File: src/rtl/keypad_pkg.sv
// Shared types and helpers for the keypad front end: debounce FSM states and kcode sizing.
// Kcode 0 means "no key"; key i reports as i+1.
package keypad_pkg;

  typedef enum logic [1:0] {
    DB_LOW  = 2'd0,
    DB_RISE = 2'd1,
    DB_HIGH = 2'd2,
    DB_FALL = 2'd3
  } db_state_t;

  localparam int KCODE_NONE = 0;

  function automatic int code_w(input int n);
    return $clog2(n + 1);
  endfunction

endpackage

File: src/rtl/debounce_chan.sv
// One switch channel: 2-FF synchroniser, debounce FSM with saturating down-counter, optional auto-repeat
// (KEYPAD_REPEAT_EN). Event strobes are combinational and fire in the cycle the FSM accepts a transition.
module debounce_chan
  import keypad_pkg::*;
#(
  parameter int DB_TICKS   = 500_000,
  parameter int RPT_DELAY  = 25_000_000,
  parameter int RPT_PERIOD = 5_000_000
) (
  input  logic clk,
  input  logic reset,
  input  logic i_sw,
  output logic o_level,
  output logic o_pend_pos,
  output logic o_pend_neg
);

  localparam int CW = $clog2(DB_TICKS + 1);
  localparam logic [CW-1:0] CNT_LOAD = CW'(DB_TICKS - 1);

  logic      r_sync1;
  logic      r_sync2;
  db_state_t r_state;
  db_state_t w_state_nxt;
  logic [CW-1:0] r_cnt;
  logic      w_cnt_zero;
  logic      w_accept_rise;
  logic      w_rpt_fire;

  assign w_cnt_zero = (r_cnt == '0);

  always_ff @(posedge clk or negedge reset) begin
    if (!reset) begin
      r_sync1 <= 1'b0;
      r_sync2 <= 1'b0;
    end else begin
      r_sync1 <= i_sw;
      r_sync2 <= r_sync1;
    end
  end

  always_ff @(posedge clk or negedge reset) begin
    if (!reset) begin
      r_state <= DB_LOW;
    end else begin
      r_state <= w_state_nxt;
    end
  end

  always_comb begin
    w_state_nxt = r_state;
    case (r_state)
      DB_LOW:  if (r_sync2) w_state_nxt = DB_RISE;
      DB_RISE: begin
        if (!r_sync2)        w_state_nxt = DB_LOW;
        else if (w_cnt_zero) w_state_nxt = DB_HIGH;
      end
      DB_HIGH: if (!r_sync2) w_state_nxt = DB_FALL;
      DB_FALL: begin
        if (r_sync2)         w_state_nxt = DB_HIGH;
        else if (w_cnt_zero) w_state_nxt = DB_LOW;
      end
      default: w_state_nxt = DB_LOW;
    endcase
  end

  always_comb begin
    o_level       = (r_state == DB_HIGH) || (r_state == DB_FALL);
    w_accept_rise = (r_state == DB_RISE) && (w_state_nxt == DB_HIGH);
    o_pend_neg    = (r_state == DB_FALL) && (w_state_nxt == DB_LOW);
  end

  // Decrement stops at zero; the FSM leaves RISE/FALL on the zero cycle anyway.
  always_ff @(posedge clk or negedge reset) begin
    if (!reset) begin
      r_cnt <= '0;
    end else begin
      case (r_state)
        DB_LOW:  if (r_sync2)  r_cnt <= CNT_LOAD;
        DB_HIGH: if (!r_sync2) r_cnt <= CNT_LOAD;
        default: if (!w_cnt_zero) r_cnt <= r_cnt - 1'b1;
      endcase
    end
  end

`ifdef KEYPAD_REPEAT_EN
  localparam int RPT_MAX = (RPT_DELAY > RPT_PERIOD) ? RPT_DELAY : RPT_PERIOD;
  localparam int RW      = $clog2(RPT_MAX + 1);

  logic [RW-1:0] r_rpt;

  assign w_rpt_fire = (r_state == DB_HIGH) && (r_rpt == '0);

  // Loaded only when a press is accepted; a FALL->HIGH glitch resumes the paused count.
  always_ff @(posedge clk or negedge reset) begin
    if (!reset) begin
      r_rpt <= '0;
    end else if (w_accept_rise) begin
      r_rpt <= RW'(RPT_DELAY - 1);
    end else if (r_state == DB_HIGH) begin
      if (w_rpt_fire) r_rpt <= RW'(RPT_PERIOD - 1);
      else            r_rpt <= r_rpt - 1'b1;
    end
  end
`else
  assign w_rpt_fire = 1'b0;
`endif

  // Repeat timing parameters only shape the repeat counter; the empty block keeps them referenced.
  if ((RPT_DELAY < 1) || (RPT_PERIOD < 1) || (DB_TICKS < 2)) begin : g_param_range_bad
  end

  assign o_pend_pos = w_accept_rise | w_rpt_fire;

endmodule

File: src/rtl/keypad_debounce_enc.sv
// N-key debounce + event encoder; ticks/kcode one cycle after key_state changes, lowest channel first,
// release before press within a channel. Auto-repeat is built only with KEYPAD_REPEAT_EN.
module keypad_debounce_enc
  import keypad_pkg::*;
#(
  parameter int N_KEYS     = 5,
  parameter int DB_TICKS   = 500_000,
  parameter int KW         = code_w(N_KEYS),
  parameter int RPT_DELAY  = 25_000_000,
  parameter int RPT_PERIOD = 5_000_000
) (
  input  logic              clk,
  input  logic              reset,
  input  logic [N_KEYS-1:0] sw,
  output logic [N_KEYS-1:0] key_state,
  output logic              sw_clear,
  output logic              pos_tick,
  output logic              neg_tick,
  output logic [KW-1:0]     kcode
);

  logic [N_KEYS-1:0] w_set_pos;
  logic [N_KEYS-1:0] w_set_neg;
  logic [N_KEYS-1:0] r_pend_pos;
  logic [N_KEYS-1:0] r_pend_neg;
  logic [N_KEYS-1:0] w_srv_pos;
  logic [N_KEYS-1:0] w_srv_neg;
  logic              w_any;
  logic [KW-1:0]     w_code;
  logic              r_pos_tick;
  logic              r_neg_tick;
  logic [KW-1:0]     r_kcode;

  for (genvar g = 0; g < N_KEYS; g++) begin : g_chan
    debounce_chan #(
      .DB_TICKS   (DB_TICKS),
      .RPT_DELAY  (RPT_DELAY),
      .RPT_PERIOD (RPT_PERIOD)
    ) u_chan (
      .clk        (clk),
      .reset      (reset),
      .i_sw       (sw[g]),
      .o_level    (key_state[g]),
      .o_pend_pos (w_set_pos[g]),
      .o_pend_neg (w_set_neg[g])
    );
  end

  assign sw_clear = ~|key_state;

  // Scan from the top so the lowest pending channel is the one left selected.
  always_comb begin
    w_srv_pos = '0;
    w_srv_neg = '0;
    w_any     = 1'b0;
    w_code    = KW'(KCODE_NONE);
    for (int i = N_KEYS - 1; i >= 0; i--) begin
      if (r_pend_pos[i] || r_pend_neg[i]) begin
        w_any     = 1'b1;
        w_code    = KW'(i + 1);
        w_srv_pos = '0;
        w_srv_neg = '0;
        if (r_pend_neg[i]) w_srv_neg[i] = 1'b1;
        else               w_srv_pos[i] = 1'b1;
      end
    end
  end

  // Flags, not counters: a set while already pending merges with the pending event.
  always_ff @(posedge clk or negedge reset) begin
    if (!reset) begin
      r_pend_pos <= '0;
      r_pend_neg <= '0;
    end else begin
      r_pend_pos <= (r_pend_pos & ~w_srv_pos) | w_set_pos;
      r_pend_neg <= (r_pend_neg & ~w_srv_neg) | w_set_neg;
    end
  end

  always_ff @(posedge clk or negedge reset) begin
    if (!reset) begin
      r_pos_tick <= 1'b0;
      r_neg_tick <= 1'b0;
      r_kcode    <= KW'(KCODE_NONE);
    end else begin
      r_pos_tick <= |w_srv_pos;
      r_neg_tick <= |w_srv_neg;
      if (w_any) r_kcode <= w_code;
    end
  end

  assign pos_tick = r_pos_tick;
  assign neg_tick = r_neg_tick;
  assign kcode    = r_kcode;

endmodule

File: config.mk
export PLATFORM = sky130hd
export DESIGN_NAME = keypad_debounce_enc
export DESIGN_NICKNAME = d
export VERILOG_FILES = /design/src/rtl/keypad_pkg.sv /design/src/rtl/debounce_chan.sv /design/src/rtl/keypad_debounce_enc.sv
export SDC_FILE = /design/constraint.sdc
export NUM_CORES = 1
export LEC_CHECK = 0
export ABC_AREA = 1
export CORE_ASPECT_RATIO = 1.5
export CORE_MARGIN = 2
export CORE_UTILIZATION = 55
export CTS_BUF_LIST = sky130_fd_sc_hd__clkbuf_8
export DETAILED_ROUTE_END_ITERATION = 8
export PLACE_DENSITY = 0.72
export SLEW_MARGIN = 5
export SYNTH_ARGS = -nofsm -noshare
export SYNTH_HDL_FRONTEND = slang
export SYNTH_SLANG_ARGS = --single-unit
File: constraint.sdc
create_clock -name clk -period 2.2 [get_ports clk]
set_input_delay 0.44 -clock clk [delete_from_list [all_inputs] [get_ports clk]]
set_output_delay 0.44 -clock clk [all_outputs]
set_load 0.05 [all_outputs]
==> summary.md <==
| Metric | Value |
|---|---|
| Clk root buf | clkbuf_8 |
| Total Wirelength | 15890 um |
| Die Ht | 147.8 um |
| CP Launch Type | flip-flop |
| Overall Power | 5.466 mW |
| DR pass1 iterations | 5 |
| Inserted Clock Buffers | 17 |
| H-tree depth | 4 |
| Mapped Avg Cell Area | 7.172 um^2 |
| First-pass GRT wire length | 28650 um |
| Minimum clock period after layout | 2125 ps |
| Post-DP Area | 7886 um^2 |
| Peak supply drop | 0.0003889 V |
| Share of cells above drive strength 1 | 9.817% |
| Critical Path Max Stage Delay | 830 ps |
| Initial DRC Count | 249 |
| Worst slew pin tran | 513.8 ps |
| YS warnings | 0 |
| LEAKAGE | 4.077 nW |
| F_max | 0.4707 GHz |
| Clk slew on worst S/H paths | 70 ps |
| Drt drc | 0 |
| DP HPWL | 11440 um |
| Vias in the first global route | 6365 |
| Cell Area, Synth | 7581 um^2 |
| Final hold vios | 0 |
| Setup TNS | 0 ps |
| Final Cycle Share | 96.57% |
| Syn nets | 1069 |
| GRT Total Usage | 23.92% |
| Post-synth EDFFs | 0 |
| Ports | 18 |
| Distinct cell type count after synthesis | 33 |
| Largest net degree at the start of global routing | 43 |
| Worst hold path type | reg -> reg |
| Reg-to-reg slack, setup | 260 ps |
| CP Class | reg -> out |
| RSZ-0062 raised after global routing | no |
| #FFs+latches synth | 130 |
| Sink Count | 130 |
| Crit path max-delay family | buffers and inverters |
| Critical Path End Type | output port |
| Register area | 3253 um^2 |
| Fin util | 61.90% |
| Mapped Cells | 1057 |
| Worst Path Max Fanout | 4 |
| Post-DRT Antenna Nets | 0 |
| Ys async rst share | 100.0% |
| Pwr Density | 655.7 nW/um^2 |
| Setup Buffers After CTS | 0 |
| Cell-by-cell listing of the critical path | clkdlybuf4s50_1 |
| N_diodes | 0 |
| Die X | 99.86 um |
| Via density | 5.240 |
| CTS tree | built |
| CP bufs+invs | 1 |
| Worst-skew pair later-pin latency | 440 ps |
| Clock tree buffer depth | 2 |
| GRT Residual Overflow | 0 |
| Clock Skew | 14.06 ps |
| Fill count | 1234 |
| Pins Over Slew Limit | 0 |
| P&R area growth vs syn | 9.969% |
| Critical path's slowest cell | clkdlybuf4s50_1 |
| Multi-input logic area | 3696 um^2 |
| Main synth FF type | dfrtp_1 |
| Starting Density | 56.29% |
| Area of the core | 13470 um^2 |
| Initial antenna violation count | 0 |
| Crit path DAT | 1680 ps |
| Design Area, Final | 8337 um^2 |
| Full die area | 14760 um^2 |
| Critical Path RT | 1760 ps |
| Final nets | 1090 |
| Final setup violation count | 0 |
| Port buffer count | 17 |
| Max-slew headroom | 65.62% |
| Sequential fraction of the synthesis area | 42.91% |
| Routed len/inst | 12.69 um |
| # Max-Cap Violations | 0 |
| DR vias | 6560 |
| Row cnt | 52 |
| GPL Wtd Cong | 0.8642 |
| Status | complete, no violations |
cells by family after synthesis:
| logic type | Yosys count | synth area share [%] |
|---|---|---|
| adder cells (fa/ha/maj) | 5 | 0.8252 |
| buffers and inverters | 147 | 8.417 |
| AND/OR/NAND/NOR | 633 | 36.06 |
| AO/OA/AOI/OAI | 116 | 8.780 |
| flip-flops | 130 | 42.91 |
| XOR/XNOR | 26 | 3.004 |
power breakdown:
| group | switching, mW | total, mW | internal [mW] |
|---|---|---|---|
| clock network | 0.937 | 2.25 | 1.31 |
| logic | 0.426 | 0.621 | 0.195 |
| registers | 0.0987 | 2.60 | 2.50 |
| total | 1.46 | 5.47 | 4.00 |
synth_stat cells, types with 5 or more instances:
cell type	instances	area, um^2
buf_6	6	67.56
nor2_4	7	78.83
xnor2_1	10	87.58
inv_1	111	416.7
buf_4	8	60.06
xor2_1	16	140.1
inv_2	6	22.52
nor2_2	12	75.07
ha_1	5	62.56
o21ai_2	19	166.4
nand2_1	337	1265
o21ai_0	60	300.3
nand3_1	105	525.5
clkbuf_1	10	37.54
o21ai_1	27	135.1
nor2_1	135	506.7
dfrtp_1	130	3253
nand4_1	15	93.84
metrics by stage:
stage,setup slack (ps),hold slack (ps),cells
2_1_floorplan,376.5,144.4,1057
3_3_place_gp,353.3,333.5,1220
3_5_place_dp,299.6,336.5,1220
4_1_cts,29.04,353.5,1252
5_1_grt,1.407,367.9,1252
6_report,75.43,349.3,1252
layout make-up:
type	instances	area share (%)
clock inverters	11	1.936
flip-flops and latches	130	39.02
inverters	120	5.493
multi-input cells	780	44.33
repair buffers	29	3.482
clock buffers	20	3.302
well taps	162	2.431
cell usage in the layout, fill, tap and decap left out, drive strengths merged, types with 5 or more instances in the layout:
cell type | synthesis | layout
nand2 | 344 | 344
nor2 | 154 | 154
dfrtp | 130 | 130
inv | 120 | 122
nand3 | 111 | 111
o21ai | 106 | 106
clkbuf | 10 | 20
xor2 | 16 | 16
nand4 | 15 | 15
buf | 17 | 13
clkdlybuf4s50 | 0 | 12
xnor2 | 10 | 10
ha | 5 | 5
nor3 | 5 | 5
flip-flops by register name (all words and copies together), names as in the netlist:
register and count:
g_chan.u_chan.r_cnt 95, kcode 3, g_chan.u_chan.r_state 10, g_chan.u_chan.r_sync2 5
g_chan.u_chan.r_sync1 5, neg_tick 1, pos_tick 1, r_pend_pos 5
r_pend_neg 5
path summary, 6_finish.rpt:
kind / startpoint / end / cells past startpoint
max in group asynchronous: reset / g_chan[1].u_chan.r_cnt[9]$_DFFE_PN0P_ / 3
min reg2reg: g_chan[0].u_chan.r_sync1$_DFF_PN0_ / g_chan[0].u_chan.r_sync2$_DFF_PN0_ / 0
max reg2reg: g_chan[1].u_chan.r_cnt[0]$_DFFE_PN0P_ / g_chan[1].u_chan.r_cnt[3]$_DFFE_PN0P_ / 9
min: g_chan[0].u_chan.r_sync1$_DFF_PN0_ / g_chan[0].u_chan.r_sync2$_DFF_PN0_ / 0
max: g_chan[1].u_chan.r_state[1]$_DFF_PN0_ / key_state[1] / 1
min in group asynchronous: reset / g_chan[4].u_chan.r_cnt[12]$_DFFE_PN0P_ / 2
metal layers:
metal | share of wire (%) | wire length (um) | vias to the layer above | track usage (%)
li1 | - | - | 3389 | -
met1 | 44 | 6985 | 3052 | 29.62
met2 | 52 | 8255 | 97 | 41.79
met3 | 2.6 | 408 | 22 | 4.255
met4 | 1.5 | 240 | 0 | 8.425
met5 | 0 | 0 | - | 0
what timing repair did:
| action | CTS | global route |
|---|---|---|
| pin swaps | 0 | 0 |
| hold endpoints to repair | 34 | 0 |
| resized for setup | 1 | 2 |
| hold buffers | 1 | 0 |
| setup endpoints to repair | 1 | 2 |
No activity file was read; power rests on OpenSTA's default activity.
